### config.mk
export PLATFORM = sky130hd
export DESIGN_NAME = quad_encoder_counter
export DESIGN_NICKNAME = d
export VERILOG_FILES = /design/src/rtl/encoder_pkg.sv /design/src/rtl/pin_debounce.sv /design/src/rtl/quad_encoder_counter.sv
export SDC_FILE = /design/constraint.sdc
export NUM_CORES = 1
export LEC_CHECK = 0
export ABC_CLOCK_PERIOD_IN_PS = 3150
export CORE_MARGIN = 1.5
export CORE_UTILIZATION = 57
export CTS_CLUSTER_DIAMETER = 200
export DETAILED_ROUTE_END_ITERATION = 12
export PLACE_DENSITY_LB_ADDON = 0.08
export SLEW_MARGIN = 20
export SYNTH_ARGS = -nofsm -noshare
export SYNTH_HDL_FRONTEND = slang
export SYNTH_HIERARCHICAL = 1
export SYNTH_SLANG_ARGS = --single-unit
### constraint.sdc
create_clock -name clk -period 3.15 [get_ports clk]
set_input_delay 0.63 -clock clk [delete_from_list [all_inputs] [get_ports clk]]
set_output_delay 0.63 -clock clk [all_outputs]
set_load 0.05 [all_outputs]
### src/rtl/encoder_pkg.sv
// Shared definitions for the quadrature encoder front-end.
// Contents:
//   PH_00..PH_10     phase number of each filtered {A,B} pin pair
//   DIR_CW/DIR_CCW   encoding of the dir output
//   acc_t            signed edge accumulator (holds +/-EDGES_PER_DET, up to +/-7)
//   delta_e          result of comparing two consecutive phases
//   ab_to_phase()    {A,B} -> phase number (Gray order 00,01,11,10)
//   gray_delta()     classifies a phase change as CW, CCW, none or illegal
package encoder_pkg;

  localparam logic [1:0] PH_00 = 2'd0;
  localparam logic [1:0] PH_01 = 2'd1;
  localparam logic [1:0] PH_11 = 2'd2;
  localparam logic [1:0] PH_10 = 2'd3;

  localparam logic DIR_CW  = 1'b1;
  localparam logic DIR_CCW = 1'b0;

  typedef logic signed [3:0] acc_t;

  typedef enum logic [1:0] {
    DeltaNone,
    DeltaCw,
    DeltaCcw,
    DeltaErr
  } delta_e;

  function automatic logic [1:0] ab_to_phase(input logic [1:0] ab);
    logic [1:0] ph;
    unique case (ab)
      2'b00:   ph = PH_00;
      2'b01:   ph = PH_01;
      2'b11:   ph = PH_11;
      default: ph = PH_10;
    endcase
    return ph;
  endfunction

  function automatic delta_e gray_delta(input logic [1:0] prev_ab, input logic [1:0] cur_ab);
    logic [1:0] prev_ph;
    logic [1:0] cur_ph;
    delta_e     res;
    prev_ph = ab_to_phase(prev_ab);
    cur_ph  = ab_to_phase(cur_ab);
    if (prev_ph == cur_ph) begin
      res = DeltaNone;
    end else if (cur_ph == prev_ph + 2'd1) begin
      res = DeltaCw;
    end else if (cur_ph == prev_ph - 2'd1) begin
      res = DeltaCcw;
    end else begin
      // Both pins moved at once: direction is unknowable.
      res = DeltaErr;
    end
    return res;
  endfunction

endpackage

### src/rtl/pin_debounce.sv
// Synchroniser plus debounce filter for one raw encoder pin.
// Ports:
//   clk       system clock
//   rst       asynchronous active-high reset
//   pin_raw   asynchronous pin input
//   pin_filt  filtered level; flips only after DEBOUNCE_CYC consecutive synced samples
//             disagree with it
module pin_debounce #(
  parameter int unsigned SYNC_STAGES  = 2,
  parameter int unsigned DEBOUNCE_CYC = 16
) (
  input  logic clk,
  input  logic rst,
  input  logic pin_raw,
  output logic pin_filt
);

  localparam int unsigned CntW = $clog2(DEBOUNCE_CYC + 1);
  localparam logic [CntW-1:0] CntLast = CntW'(DEBOUNCE_CYC - 1);

  logic [SYNC_STAGES-1:0] sync_q, sync_d;
  logic [CntW-1:0]        cnt_q, cnt_d;
  logic                   filt_q, filt_d;
  logic                   synced;

  assign synced   = sync_q[SYNC_STAGES-1];
  assign pin_filt = filt_q;

  always_comb begin
    sync_d = {sync_q[SYNC_STAGES-2:0], pin_raw};
    cnt_d  = cnt_q;
    filt_d = filt_q;
    if (synced == filt_q) begin
      cnt_d = '0;
    end else if (cnt_q == CntLast) begin
      // This sample is the DEBOUNCE_CYC-th disagreeing one.
      filt_d = synced;
      cnt_d  = '0;
    end else begin
      cnt_d = cnt_q + 1'b1;
    end
  end

  always_ff @(posedge clk or posedge rst) begin
    if (rst) begin
      sync_q <= '0;
      cnt_q  <= '0;
      filt_q <= 1'b0;
    end else begin
      sync_q <= sync_d;
      cnt_q  <= cnt_d;
      filt_q <= filt_d;
    end
  end

endmodule

### src/rtl/quad_encoder_counter.sv
// Rotary encoder channel: debounced quadrature decode, detent accumulator and a bounded
// up/down setting value.
// Ports:
//   clk, rst              clock, asynchronous active-high reset
//   enc_a, enc_b          raw quadrature pins
//   enable                1: detents move value; 0: detents decoded but value frozen
//   clear, load_en        synchronous clear / load (clear wins, both beat detents)
//   load_value            value to load, clamped to max_value
//   max_value             inclusive upper bound of value
//   value                 current setting
//   step                  1-cycle pulse when a detent changes value
//   dir                   direction of last applied detent (1 = CW)
//   enc_err               1-cycle pulse on an illegal (both-pin) transition
// Build option: define ENC_WRAP_EN to wrap at the bounds instead of saturating.
module quad_encoder_counter #(
  parameter int unsigned WIDTH         = 8,
  parameter int unsigned SYNC_STAGES   = 2,
  parameter int unsigned DEBOUNCE_CYC  = 16,
  parameter int          EDGES_PER_DET = 4
) (
  input  logic             clk,
  input  logic             rst,
  input  logic             enc_a,
  input  logic             enc_b,
  input  logic             enable,
  input  logic             clear,
  input  logic             load_en,
  input  logic [WIDTH-1:0] load_value,
  input  logic [WIDTH-1:0] max_value,
  output logic [WIDTH-1:0] value,
  output logic             step,
  output logic             dir,
  output logic             enc_err
);

  import encoder_pkg::*;

  localparam acc_t AccTop = acc_t'(EDGES_PER_DET);
  localparam acc_t AccBot = acc_t'(-EDGES_PER_DET);

  logic             a_filt, b_filt;
  logic [1:0]       cur_ab;
  logic [1:0]       prev_ab_q, prev_ab_d;
  acc_t             acc_q, acc_d, acc_inc, acc_dec;
  logic             err_q, err_d;
  logic [WIDTH-1:0] value_q, value_d;
  logic             step_q, step_d;
  logic             dir_q, dir_d;
  logic             det_cw, det_ccw;
  delta_e           delta;
  logic [WIDTH:0]   max_ext, inc_ext, dec_ext;

  pin_debounce #(
    .SYNC_STAGES (SYNC_STAGES),
    .DEBOUNCE_CYC(DEBOUNCE_CYC)
  ) u_deb_a (
    .clk     (clk),
    .rst     (rst),
    .pin_raw (enc_a),
    .pin_filt(a_filt)
  );

  pin_debounce #(
    .SYNC_STAGES (SYNC_STAGES),
    .DEBOUNCE_CYC(DEBOUNCE_CYC)
  ) u_deb_b (
    .clk     (clk),
    .rst     (rst),
    .pin_raw (enc_b),
    .pin_filt(b_filt)
  );

  assign cur_ab = {a_filt, b_filt};

  // Decoder and accumulator.
  always_comb begin
    prev_ab_d = cur_ab;
    acc_d     = acc_q;
    acc_inc   = acc_q + acc_t'(1);
    acc_dec   = acc_q - acc_t'(1);
    err_d     = 1'b0;
    det_cw    = 1'b0;
    det_ccw   = 1'b0;
    delta     = gray_delta(prev_ab_q, cur_ab);
    unique case (delta)
      DeltaCw: begin
        if (acc_inc == AccTop) begin
          acc_d  = '0;
          det_cw = 1'b1;
        end else begin
          acc_d = acc_inc;
        end
      end
      DeltaCcw: begin
        if (acc_dec == AccBot) begin
          acc_d   = '0;
          det_ccw = 1'b1;
        end else begin
          acc_d = acc_dec;
        end
      end
      DeltaErr:  err_d = 1'b1;
      DeltaNone: ;
    endcase
  end

  // Value register; one extra bit exposes overflow/underflow.
  always_comb begin
    max_ext = {1'b0, max_value};
    inc_ext = {1'b0, value_q} + 1'b1;
    dec_ext = {1'b0, value_q} - 1'b1;
    value_d = value_q;
    step_d  = 1'b0;
    dir_d   = dir_q;
    if (clear) begin
      value_d = '0;
    end else if (load_en) begin
      value_d = (load_value > max_value) ? max_value : load_value;
    end else if (value_q > max_value) begin
      value_d = max_value;
    end else if (enable && (det_cw || det_ccw)) begin
      dir_d = det_cw ? DIR_CW : DIR_CCW;
      if (det_cw) begin
        if (inc_ext > max_ext) begin
`ifdef ENC_WRAP_EN
          value_d = '0;
          step_d  = (value_q != '0);
`endif
        end else begin
          value_d = inc_ext[WIDTH-1:0];
          step_d  = 1'b1;
        end
      end else begin
        if (dec_ext[WIDTH]) begin
`ifdef ENC_WRAP_EN
          value_d = max_value;
          step_d  = (max_value != '0);
`endif
        end else begin
          value_d = dec_ext[WIDTH-1:0];
          step_d  = 1'b1;
        end
      end
    end
  end

  always_ff @(posedge clk or posedge rst) begin
    if (rst) begin
      prev_ab_q <= 2'b00;
      acc_q     <= '0;
      err_q     <= 1'b0;
      value_q   <= '0;
      step_q    <= 1'b0;
      dir_q     <= 1'b0;
    end else begin
      prev_ab_q <= prev_ab_d;
      acc_q     <= acc_d;
      err_q     <= err_d;
      value_q   <= value_d;
      step_q    <= step_d;
      dir_q     <= dir_d;
    end
  end

  assign value   = value_q;
  assign step    = step_q;
  assign dir     = dir_q;
  assign enc_err = err_q;

endmodule

==> results.py <==
metrics = {
    "detailed_routing": {
        "ant_nets": 0,
        "vias": 2482,
        "drt-initial-drc-count": 218,
        "firstDrtPassIters": 4,
        "drc_errors": 0,
        "vias_per_cell": 5.67,
        "wire_per_inst_um": 15.1,
        "drt_wl_total_um": 6610,
    },
    "global_routing": {
        "grt_max_degree": 18,
        "grt_overflow_total": 0,
        "grt_pass1_wl_um": 11000,
        "grt_usage_pct": 27.0,
        "grt_pass1_vias": 2388,
        "antenna_found_initial": 0,
    },
    "synthesis": {
        "yosysTopAreaCellShare_pct": 29.2,
        "synth_edf_count": 0,
        "synth_seq_cells": 33,
        "avgSynthCellArea_sq_um": 9.48,
        "synth_area_sq_um": 2830,
        "synth_cell_type_count": 59,
        "synth_async_sr_flop_share_pct": 100,
        "synth_fp_nets": 359,
        "synth-main-ff-cell": "dfrtp_1",
        "yosysTopAreaCell": "dfrtp_1",
        "synth_seq_area_share_pct": 29.2,
        "synthCells": 298,
        "synth.area.top_cells": "dfrtp_1 (29%), ha_1 (17%), xor2_1 (4.6%), o21ai_0 (3.4%), inv_1 (3.2%)",
        "synth.top_cells.by_count": "ha_1 (38), dfrtp_1 (33), inv_1 (24), nor2_1 (19), o21ai_0 (19)",
        "synth.most_common_cell": "ha_1",
        "synth_warnings": 6,
    },
    "placed_design": {
        "portBuffers": 33,
        "placed_area_sq_um": 3490,
        "dp_hpwl_um": 5270,
        "gp_congestion": 0.904,
    },
    "timing": {
        "fin_tns_setup_ns": 0,
        "max_freq_mhz": 334,
        "hold_violations": 0,
        "drv_slew": 0,
        "setup_violations": 0,
        "whs_ns": 0.361,
        "relSlewSlack_pct": 55.6,
        "worst_pin_slew_ns": 0.666,
        "period_share_pct": 94.9,
        "period_minus_slack_ns": 2.99,
        "finalClockSkew_ns": 0.0127,
    },
    "critical_path": {
        "cp-start-kind": "flop",
        "r2r_end": "value[1]",
        "rr_startpoint": "u_deb_a/pin_filt",
        "crit_fanout": 5,
        "reg2regPathDepth": 15,
        "worst_ep_arrival_time_ns": 3.18,
        "r2r_slack_ns": 0.16,
        "end_kind": "flop",
        "crit_type": "flop to flop",
        "critical_path_required_ns": 3.34,
    },
    "floorplanning": {
        "rows": 25,
        "start_util_pct": 59.4,
        "die_h_um": 73.4,
        "die_x_um": 73.4,
        "core_sq_um": 4750,
        "dieArea_sq_um": 5390,
        "ios": 34,
    },
    "clock_tree": {
        "clk_pin_slew_ns": 0.08,
        "insertion_delay_ns": 0.29,
        "clock-sinks": 33,
        "hold_buffers": 0,
        "cts_tree": "yes",
        "root_buffer": "clkbuf_8",
        "cts_made_buffers": 5,
        "htree_levels": 2,
        "clockBufferDepth": 2,
    },
    "worst_hold_path": {
        "hp-start": "u_deb_b/sync_q[0]",
        "holdCritPathClass": "flop to flop",
        "hold_path_end": "u_deb_b/sync_q[1]",
        "hold_depth": 0,
    },
    "power_and_ir_drop": {
        "power_mw": 1.68,
        "ir_drop_mv": 0.419,
        "p_leak_nw": 1.71,
        "pwr_density_cell_nw_per_um2": 459,
    },
    "finish": {
        "nets": 431,
        "area_delta_synth_final_pct": 29.5,
        "diodes": 0,
        "final_area_sq_um": 3660,
        "n_fill_cell": 339,
        "utilization_pct": 77.0,
        "drive_above_1_share_pct": 24.5,
    },
    "job": {
        "maxCapViolCount": 0,
    },
    "status": {
        "outcome": "finished, final reports clean",
    },
}
-- area by class of cell --
type                            count  area [sq um]  share of cell area [%]
Clock buffer                        6          72.6                    1.98
Clock inverter                      2          10.0                   0.273
Timing Repair Buffer               77           661                    18.0
Inverter                           24          90.1                    2.46
Multi-Input combinational cell    229          1910                    52.3
Tap cell                           67          83.8                    2.29
Sequential cell                    33           830                    22.7
-- where the power goes --
group	internal [mW]	switching [mW]	total, mW
registers	0.462	0.0504	0.513
logic	0.381	0.475	0.856
clock network	0.153	0.158	0.311
-- metrics by stage --
stage                     instances  worst slack, ns
after floorplan                 298         0.000448
after global placement          427          -0.0239
after detailed placement        427          -0.0551
after CTS                       435           0.0365
after global routing            438          -0.0301
final                           438            0.160
-- sequential cells by signal, indices dropped and copies added (netlist names) --
| name | flops |
|---|---|
| acc_q | 4 |
| dir | 1 |
| enc_err | 1 |
| prev_ab_q | 2 |
| step | 1 |
| u_deb_a/cnt_q | 5 |
| u_deb_a/pin_filt | 1 |
| u_deb_a/sync_q | 2 |
| u_deb_b/cnt_q | 5 |
| u_deb_b/pin_filt | 1 |
| u_deb_b/sync_q | 2 |
| value | 8 |
-- how the worst max path moves through the flow --
stage / startpoint / to / slack, ns / cells after the start
finish: u_deb_a/pin_filt / value[1] / 0.16 / 15
global route: u_deb_b/pin_filt / value[1] / -0.03 / 16
CTS: u_deb_a/pin_filt / value[1] / 0.04 / 15
detailed placement: max_value[5] / value[0] / -0.06 / 10
global placement: max_value[5] / value[0] / -0.02 / 10
floorplan: value[2] / value[1] / 0.0004 / 12
-- critical path, cell delays in order (launching register included) --
cell,delay (ns)
dfrtp_2,0.44
ha_1,0.22
nor2_2,0.15
xnor2_2,0.16
xor2_1,0.22
inv_1,0.10
ha_4,0.17
and4bb_2,0.27
nand3_2,0.09
o21ai_1,0.06
buf_4,0.14
a221oi_4,0.20
nor2b_2,0.09
buf_4,0.14
buf_4,0.14
o41ai_4,0.31
-- cell families after synthesis --
kind of cell / Yosys count / synth area share, %
adder cells (fa/ha/maj): 38 / 16.8
flip-flops: 33 / 29.2
AND/OR/NAND/NOR: 92 / 19.7
XOR/XNOR: 24 / 7.70
multiplexers: 9 / 3.36
buffers and inverters: 36 / 5.49
AO/OA/AOI/OAI: 66 / 17.7
-- metal layers --
layer,global-route usage (%),wire length (um)
met5,0,0
met4,7.82,74
met3,4.66,258
met2,44.9,3240
met1,36.1,3040
-- placed cells by master (no fill, tap or decap), types with 8 or more instances in the layout --
cell type,n
xor2_1,15
o21ai_0,18
nand3_1,8
nand4_1,8
dfrtp_1,30
a21oi_1,10
ha_1,36
nor2_1,17
clkdlybuf4s50_1,33
nand2_1,16
inv_1,24
buf_4,44
-- timing repair --
item                                   CTS  global route
buffers inserted                         0             3
endpoints found under the hold margin    0             0
setup endpoints to repair                0             7
resized for setup                        0            15
Note: power is estimated with default switching activity, not from simulation.
==> edit, RTL diff (same flow settings) <==
`WIDTH`: 8 -> 6.
--- a/src/rtl/quad_encoder_counter.sv
+++ b/src/rtl/quad_encoder_counter.sv
@@ -14,5 +14,5 @@
 // Build option: define ENC_WRAP_EN to wrap at the bounds instead of saturating.
 module quad_encoder_counter #(
-  parameter int unsigned WIDTH         = 8,
+  parameter int unsigned WIDTH         = 6,
   parameter int unsigned SYNC_STAGES   = 2,
   parameter int unsigned DEBOUNCE_CYC  = 16,
Ports: changed (resized load_value, max_value and value); port bits go from 34 to 28. No check against the original RTL was run, so the function may have changed too.
==> edit against the unedited design <==
- via count shrank 16%
- count of clock-buffer cells in the layout shrank 1
- global-route usage shrank 3.0 points
- fmax grew 0.43%
- synthesized area shrank 11%
- power shrank 9.5%
- cell area shrank 17%
- worst setup slack gained 0.013 ns
- cell count shrank 18%
- sequential cell count shrank 2
- wire length shrank 19%
- critical path type unchanged
- critical endpoint is now value[3]
- largest cell class unchanged
- highest routed layer unchanged
==> edit: results <==
set metrics [dict create \
    num_vias 2079 \
    synthDistinctLibCells 60 \
    final.setup.tns_ns 0 \
    layout-drive-gt1-share_pct 16.8 \
    fin_skew_ns 0.00384 \
    critical_path.endpoint "value[3]" \
    arrival_ns 3.15 \
    worst_hold_path.endpoint "u_deb_a/sync_q[1]" \
    largest_register_ffs 6 \
    p_leak_nw 1.46 \
    hold_path_class "reg2reg" \
    status "finished clean" \
    async_reset_ff_share_pct 100 \
    cp_top_family "simple AND/OR/NAND/NOR gates" \
    yosysSeqAreaShare_pct 31.0 \
    portBuffers 27 \
    dpl.hpwl_mm 4.26 \
    num-fill-cells 315 \
    gp_congestion 0.888 \
    min_path_cells 0 \
    first_iter_violations 139 \
    syn-num-nets 317 \
    cts_max_path_buffers 2 \
    synthTopCellsByArea "dfrtp_1 (31%), ha_1 (16%), inv_1 (3.6%)" \
    cp_slowest_cell "or3_2" \
    postPlaceCellArea_um2 2890 \
    diodes 0 \
    hold_start "u_deb_a/sync_q[0]" \
    grt_max_degree 16 \
    crit_path_start "u_deb_b/pin_filt" \
    worst_slew_pin_slew_ns 0.558 \
    synth_compound_area_share_pct 17.3 \
    r2r_slack_ns 0.17 \
    ff2ff_path_depth 13 \
    clkLatencyLatePin_ns 0.29 \
    place_ws_ns 0.0229 \
    grt_pass1_wl_mm 9.40 \
    vdd_drop_max_mv 0.332 \
    grt_pass1_vias 2044 \
    fin_nets 359 \
    track_usage_pct 23.9 \
    synthAdderAreaFrac_pct 16.0 \
    muxShareOfSynthArea_pct 4.55 \
    clkTransAtPathRegs_ns 0.07 \
    wirelength_mm 5.33 \
    timing.final.ws_setup_ns 0.172 \
    synth_xor_area_share_pct 6.30 \
    synth_top_cells_by_count "ha_1 (32), dfrtp_1 (31), inv_1 (24)" \
]
-- edit: cell count changes after synthesis, moves of 4 or more --
cell | before | now
buf_2 | 4 | 0
a211oi_1 | 6 | 2
ha_1 | 38 | 32
o21ai_0 | 19 | 9
nand2_1 | 16 | 22
xor2_1 | 15 | 10
nor2_1 | 19 | 15
-- edit: layout make-up --
class                      count  area (µm²)  area share (%)
inverter                      24        90.1            2.96
timing repair buffer          44         398            13.1
sequential                    31         776            25.5
multi-input combinational    202        1600            52.7
tap                           50        62.6            2.06
clock inverter                 3        43.8            1.44
clock buffer                   5        68.8            2.26
-- edit: layer usage --
layer  vias up  global-route usage, %  part of all wire (%)
li1       1034                      -                     -
met1       974                   34.0                    47
met2        60                   37.0                    46
met3        11                   6.83                   6.0
met4         0                   4.14                   1.2
met5         -                      0                     0
-- edit: kinds of logic (layout without fill, tap and decap cells) --
logic type,Yosys count,after routing
flops,31,31
xor+xnor,18,18
mux,11,11
compound gates,56,56
simple gates,85,85
buf+inv,33,76
fa+ha+maj,32,32
-- edit: metrics by stage --
step	instances	hold WS [ns]	total power, mW
2_1_floorplan	266	0.331	0.916
3_3_place_gp	350	0.333	1.11
3_5_place_dp	350	0.341	1.12
4_1_cts	358	0.355	1.51
5_1_grt	359	0.355	1.62
6_report	359	0.353	1.52
-- edit: power breakdown --
part | switching [mW] | internal [mW]
Sequential | 0.0334 | 0.429
Clock | 0.154 | 0.235
Combinational | 0.370 | 0.299
Total | 0.557 | 0.963
-- edit: repair_timing --
item                                    CTS  global route
endpoints found under the setup margin    0             4
buffers inserted                          0             1
gates resized for setup                   0             6
